### src/rtl/match_pkg.sv
// ---------------------------------------------------------------------------
// match_pkg
// Shared definitions for the serial sync-word detector.
//   state_t  : detector FSM states (IDLE, FILL, HUNT)
//   popcount : counts set bits in a 32-bit vector; narrower vectors are
//              zero-extended by the caller before counting
// ---------------------------------------------------------------------------
package match_pkg;

   typedef enum logic [1:0] {
      IDLE = 2'd0,
      FILL = 2'd1,
      HUNT = 2'd2
   } state_t;

   // Plain ripple of zero-extended unsigned adds. The maximum result is 32,
   // so six bits can never overflow.
   function automatic logic [5:0] popcount(input logic [31:0] v);
      logic [5:0] c;
      c = '0;
      for (int i = 0; i < 32; i++) begin
         c = c + 6'(v[i]);
      end
      return c;
   endfunction

endpackage

### src/rtl/Xnor.sv
// ---------------------------------------------------------------------------
// Xnor
// Gate-library two-input XNOR cell.
//   a, b : inputs
//   y    : 1 when a and b agree
// ---------------------------------------------------------------------------
module Xnor (
   input  logic a,
   input  logic b,
   output logic y
);

   assign y = ~(a ^ b);

endmodule

### src/rtl/xnor_bank.sv
// ---------------------------------------------------------------------------
// xnor_bank
// WIDTH-wide bank of Xnor cells producing a per-bit equality vector.
//   a, b : WIDTH-bit operands
//   eq   : eq[i] = 1 when a[i] == b[i]
// ---------------------------------------------------------------------------
module xnor_bank #(
   parameter int WIDTH = 8
) (
   input  logic [WIDTH-1:0] a,
   input  logic [WIDTH-1:0] b,
   output logic [WIDTH-1:0] eq
);

   for (genvar i = 0; i < WIDTH; i++) begin : g_cell
      Xnor u_xnor (
         .a (a[i]),
         .b (b[i]),
         .y (eq[i])
      );
   end

endmodule

### src/rtl/serial_match_detector.sv
// ---------------------------------------------------------------------------
// serial_match_detector
// Shifts in a serial bit stream and compares the most recent WIDTH bits
// against a loaded sync word. Pulses match for one cycle whenever the number
// of agreeing bits reaches THRESH.
//   clk          : rising-edge clock
//   rst_n        : asynchronous active-low reset
//   bit_in       : serial data bit
//   bit_valid    : bit_in is consumed on this edge
//   pattern      : sync word, MSB is the first-received bit
//   load_pattern : latch pattern and restart the window
//   armed        : window full, comparisons are live
//   match        : one-cycle pulse, agreement >= THRESH
//   match_count  : agreeing-bit count from the last evaluation
// ---------------------------------------------------------------------------
module serial_match_detector
   import match_pkg::*;
#(
   parameter  int WIDTH  = 8,
   parameter  int THRESH = WIDTH,
   localparam int CW     = $clog2(WIDTH + 1)
) (
   input  logic             clk,
   input  logic             rst_n,
   input  logic             bit_in,
   input  logic             bit_valid,
   input  logic [WIDTH-1:0] pattern,
   input  logic             load_pattern,
   output logic             armed,
   output logic             match,
   output logic [CW-1:0]    match_count
);

   localparam logic [5:0]    THRESH_W  = 6'(THRESH);
   localparam logic [CW-1:0] LAST_FILL = CW'(WIDTH - 1);

   logic [WIDTH-1:0] pat_q;
   logic [WIDTH-1:0] shift_q;
   logic [CW-1:0]    fill_q;
   state_t           state_q;

   logic [WIDTH-1:0] shift_next;
   logic [WIDTH-1:0] eq;
   logic [31:0]      eq_ext;
   logic [5:0]       pop;
   logic             hit;
   logic [CW-1:0]    count_next;

   // The window as it will look once the current bit is shifted in; the
   // comparison is made against this so the arriving bit is evaluated on
   // the same edge it is accepted. The oldest bit falls off the MSB.
   assign shift_next = (shift_q << 1) | WIDTH'(bit_in);

   xnor_bank #(
      .WIDTH (WIDTH)
   ) u_xnor_bank (
      .a  (shift_next),
      .b  (pat_q),
      .eq (eq)
   );

   // Count agreeing bits and decide whether this window qualifies.
   always_comb begin
      eq_ext                = '0;
      eq_ext[WIDTH-1:0]     = eq;
      pop                   = popcount(eq_ext);
      hit                   = (pop >= THRESH_W);
      count_next            = CW'(pop);
   end

   // armed simply reflects the registered state, so it rises on the same
   // edge that evaluates the WIDTH-th accepted bit.
   assign armed = (state_q == HUNT);

   // Detector FSM with shift register, fill counter and result registers.
   // A load always takes priority and discards any bit offered on the same
   // edge. A cycle without an accepted bit holds the window and count but
   // always drops match, which keeps it a one-cycle pulse.
   always_ff @(posedge clk or negedge rst_n) begin
      if (!rst_n) begin
         pat_q       <= '0;
         shift_q     <= '0;
         fill_q      <= '0;
         state_q     <= IDLE;
         match       <= 1'b0;
         match_count <= '0;
      end else if (load_pattern) begin
         pat_q   <= pattern;
         shift_q <= '0;
         fill_q  <= '0;
         match   <= 1'b0;
         state_q <= FILL;
      end else begin
         case (state_q)
            FILL: begin
               if (bit_valid) begin
                  shift_q <= shift_next;
                  fill_q  <= fill_q + CW'(1);
                  if (fill_q == LAST_FILL) begin
                     state_q     <= HUNT;
                     match       <= hit;
                     match_count <= count_next;
                  end else begin
                     match <= 1'b0;
                  end
               end else begin
                  match <= 1'b0;
               end
            end
            HUNT: begin
               if (bit_valid) begin
                  shift_q     <= shift_next;
                  match       <= hit;
                  match_count <= count_next;
               end else begin
                  match <= 1'b0;
               end
            end
            default: begin
               match <= 1'b0;
            end
         endcase
      end
   end

endmodule

### config.mk
export PLATFORM = sky130hd
export DESIGN_NAME = serial_match_detector
export DESIGN_NICKNAME = d
export VERILOG_FILES = /design/src/rtl/match_pkg.sv /design/src/rtl/Xnor.sv /design/src/rtl/xnor_bank.sv /design/src/rtl/serial_match_detector.sv
export SDC_FILE = /design/constraint.sdc
export NUM_CORES = 1
export LEC_CHECK = 0
export CAP_MARGIN = 25
export CORE_UTILIZATION = 48
export CTS_CLUSTER_DIAMETER = 100
export CTS_CLUSTER_SIZE = 14
export DETAILED_ROUTE_END_ITERATION = 10
export PLACE_DENSITY = 0.74
export SLEW_MARGIN = 10
export SYNTH_ARGS = -nofsm -noshare
export SYNTH_HDL_FRONTEND = slang
export SYNTH_HIERARCHICAL = 1
export SYNTH_SLANG_ARGS = --single-unit
### constraint.sdc
create_clock -name clk -period 3 [get_ports clk]
set_input_delay 0.3 -clock clk [delete_from_list [all_inputs] [get_ports clk]]
set_output_delay 0.3 -clock clk [all_outputs]
set_load 0.05 [all_outputs]
==> flow_metrics.env <==
export IMPL_status="finished with violations"
export IMPL_failed_checks="setup timing"
export IMPL_drtIter0Drc=5
export IMPL_routed_wirelength_mm=2.29
export IMPL_synthesis_nets=148
export IMPL_syn_to_final_growth_pct=22.6
export IMPL_cp_required_ps=3220
export IMPL_synth_async_reset_ratio=1.00
export IMPL_ant_nets=0
export IMPL_rr_startpoint="pat_q[0]"
export IMPL_grt_pass1_wl_mm=3.97
export IMPL_ir_drop_mv=0.342
export IMPL_wire_per_inst_um=12.6
export IMPL_ioPinCount=19
export IMPL_cts_tree="yes"
export IMPL_fmax_mhz=318
export IMPL_worstSkewPairLatency_ps=310
export IMPL_p_int_w=0.000604
export IMPL_reg2reg_to="match_count[2]"
export IMPL_power_density_mw_per_mm2=538
export IMPL_finalHoldViolations=0
export IMPL_grtUsageTotal=0.187
export IMPL_min_period_over_period=1.05
export IMPL_grt_max_degree=27
export IMPL_fillers=221
export IMPL_ys_warn_count=6
export IMPL_n_antenna_cell=0
export IMPL_drive_gt1_frac=0.179
export IMPL_start_kind="flop"
export IMPL_slew_headroom=0.651
export IMPL_die_w_um=55.1
export IMPL_min_period_ps=3140
export IMPL_cts_root_buf="clkbuf_4"
export IMPL_fp_dieArea_sq_mm=0.00304
export IMPL_critPathMaxFanout=2
export IMPL_power_switching_w=0.000290
export IMPL_cts_buffer_depth=2
export IMPL_cts_clk_slew_worst_paths_ps=140
export IMPL_setup_viol=2
export IMPL_fp_coreArea_sq_mm=0.00257
export IMPL_crit_start="pat_q[0]"
export IMPL_ys_ff_latch=26
export IMPL_synthFlopType="dfrtp_1"
export IMPL_drc=0
export IMPL_die_y_um=55.1
export IMPL_routed_via_count=903
export IMPL_num_rows=18
export IMPL_reg2reg_depth=11
export IMPL_hold_buffers=0
export IMPL_dpl_cell_count=174
export IMPL_fin_ws_ps=-140
export IMPL_fin_hold_ws_ps=328
export IMPL_gp_congestion=0.733
export IMPL_utilization=0.646
export IMPL_drt_pass1_iterations=4
export IMPL_synthCells=125
export IMPL_tightestPinTransition_ps=523
export IMPL_synth_edf_count=0
export IMPL_synth_seq_area_share=0.481
export IMPL_drv_slew=0
export IMPL_syn_avg_cell_area_sq_um=10.8
export IMPL_portBuffers=18
export IMPL_yosys_area_top_type_share=0.481
export IMPL_drt_vias_per_instance=4.99
export IMPL_initial_core_util=0.527
export IMPL_dp_hpwl_mm=1.69
export IMPL_rrSetupSlack_ps=-140
export IMPL_cp_endpoint="match_count[2]"
export IMPL_synth_top_cells_by_count="26 x dfrtp_1, 18 x inv_1, 17 x nand2_1"
export IMPL_p_leak_nw=0.757
export IMPL_rsz0062_at_grt="yes"
export IMPL_synthesis_area_sq_mm=0.00135
export IMPL_synthTopCellsByArea="dfrtp_1 48%, mux2_2 8.3%, fa_1 5.9%, xnor2_1 5.8%, ha_1 5.5%"
export IMPL_crit_path_end_kind="flop"
export IMPL_path_class="flop to flop"
export IMPL_comb_power_share=0.359
export IMPL_overflow=0
export IMPL_drv_cap=0
export IMPL_ys_types=23
export IMPL_grt_antenna_before_repair=0
export IMPL_fin_cells=181
export IMPL_seqPwrFrac=0.446
export IMPL_critPathArrivalTime_ps=3360
export IMPL_nNetsFinal=175
export IMPL_clock_skew_ps=6.86
export IMPL_numCtsBuffers=3
export IMPL_grt_pass1_vias=928
export IMPL_clkSinkCount=26
export IMPL_swShare=0.324
export IMPL_hold_class="input pin to asynchronous set/reset pin"
export IMPL_yosysMostFrequentCell="dfrtp_1"
export IMPL_clkPwrFrac=0.196
export IMPL_yosysTopAreaCell="dfrtp_1"
export IMPL_h_tree_depth=1
worst max-delay path, cell delays in order, from the launching register on:
cell,delay (ps)
dfrtp_1,420
xnor2_1,150
inv_1,80
fa_1,550
fa_1,430
fa_1,430
inv_1,70
ha_2,170
inv_2,40
fa_2,330
xnor2_1,130
mux2_2,260
cells by family after synthesis:
group,share of synthesized area
AO/OA/AOI/OAI,0.0721
flip-flops,0.481
multiplexers,0.0980
buffers and inverters,0.0582
AND/OR/NAND/NOR,0.105
XOR/XNOR,0.0712
adder cells (fa/ha/maj),0.115
worst min path at each step:
stage | start | end | slack [ps] | depth (start not counted)
after floorplan | rst_n | fill_q[0] | 4 | 0
after CTS | rst_n | pat_q[2] | 330 | 2
after global placement | match_count[0] | match_count[0] | 490 | 1
after global routing | rst_n | pat_q[2] | 340 | 2
final | rst_n | pat_q[2] | 330 | 2
after detailed placement | match_count[0] | match_count[0] | 500 | 1
flip-flops by register name, indices dropped and copies added, names as in the netlist:
register	cells
pat_q	8
shift_q	7
fill_q	4
match_count	4
state_q	2
match	1
layout by cell type (no fill, tap or decap):
master and instances:
a2111oi_4 1, a21o_1 2, a21oi_1 10, and3b_1 1, buf_4 7, clkbuf_4 3
clkbuf_8 1, clkdlybuf4s50_1 17, dfrtp_1 26, dlygate4sd2_1 1, fa_1 3, fa_2 1
ha_1 5, ha_2 1, inv_1 17, inv_2 1, mux2_2 10, mux2i_1 2
nand2_1 17, nand2b_1 1, nand3_1 4, nand3b_1 1, nor2_1 3, nor2_2 1
nor2b_1 1, nor4_2 1, o21ai_0 1, or3_1 1, xnor2_1 9, xor2_1 2
layer usage:
metal / track usage / up-vias / part of all wire
met5: 0 / - / 0
met4: 0.0750 / 0 / 0.0057
met3: 0.0246 / 2 / 0.031
met2: 0.313 / 13 / 0.48
met1: 0.242 / 436 / 0.48
li1: - / 452 / -
through the flow:
step                      setup TNS [ps]  cell area [sq um]  setup slack (ps)  total power [W]
final                               -157               1660              -140         0.000893
after global placement             -1090               1590              -476         0.000695
after floorplan                    -82.1               1360             -82.1         0.000615
after CTS                           -176               1650              -150         0.000904
after detailed placement           -1520               1590              -580         0.000713
after global routing                -440               1660              -257         0.000960
power groups by stage:
stage,Combinational (W),Clock (W),Sequential (W)
floorplan,0.000163,0,0.000452
global placement,0.000291,0,0.000404
detailed placement,0.000308,0,0.000405
CTS,0.000323,0.000182,0.000398
global route,0.000363,0.000196,0.000401
finish,0.000320,0.000175,0.000398
timing repair:
| action | 4_1_cts | 5_1_grt |
|---|---|---|
| setup endpoints to repair | 2 | 4 |
| setup buffers | 2 | 1 |
| pin swaps | 5 | 1 |
| cloned | 0 | 0 |
| gates resized for setup | 3 | 1 |
final cells by class:
class	instances	area [sq um]	share of cell area
timing repair buffer	25	231	0.140
sequential	26	651	0.392
tap	30	37.5	0.0226
clock buffer	4	36.3	0.0219
multi-input combinational	78	636	0.383
inverter	18	67.6	0.0407
No activity file was read; power rests on OpenSTA's default activity.
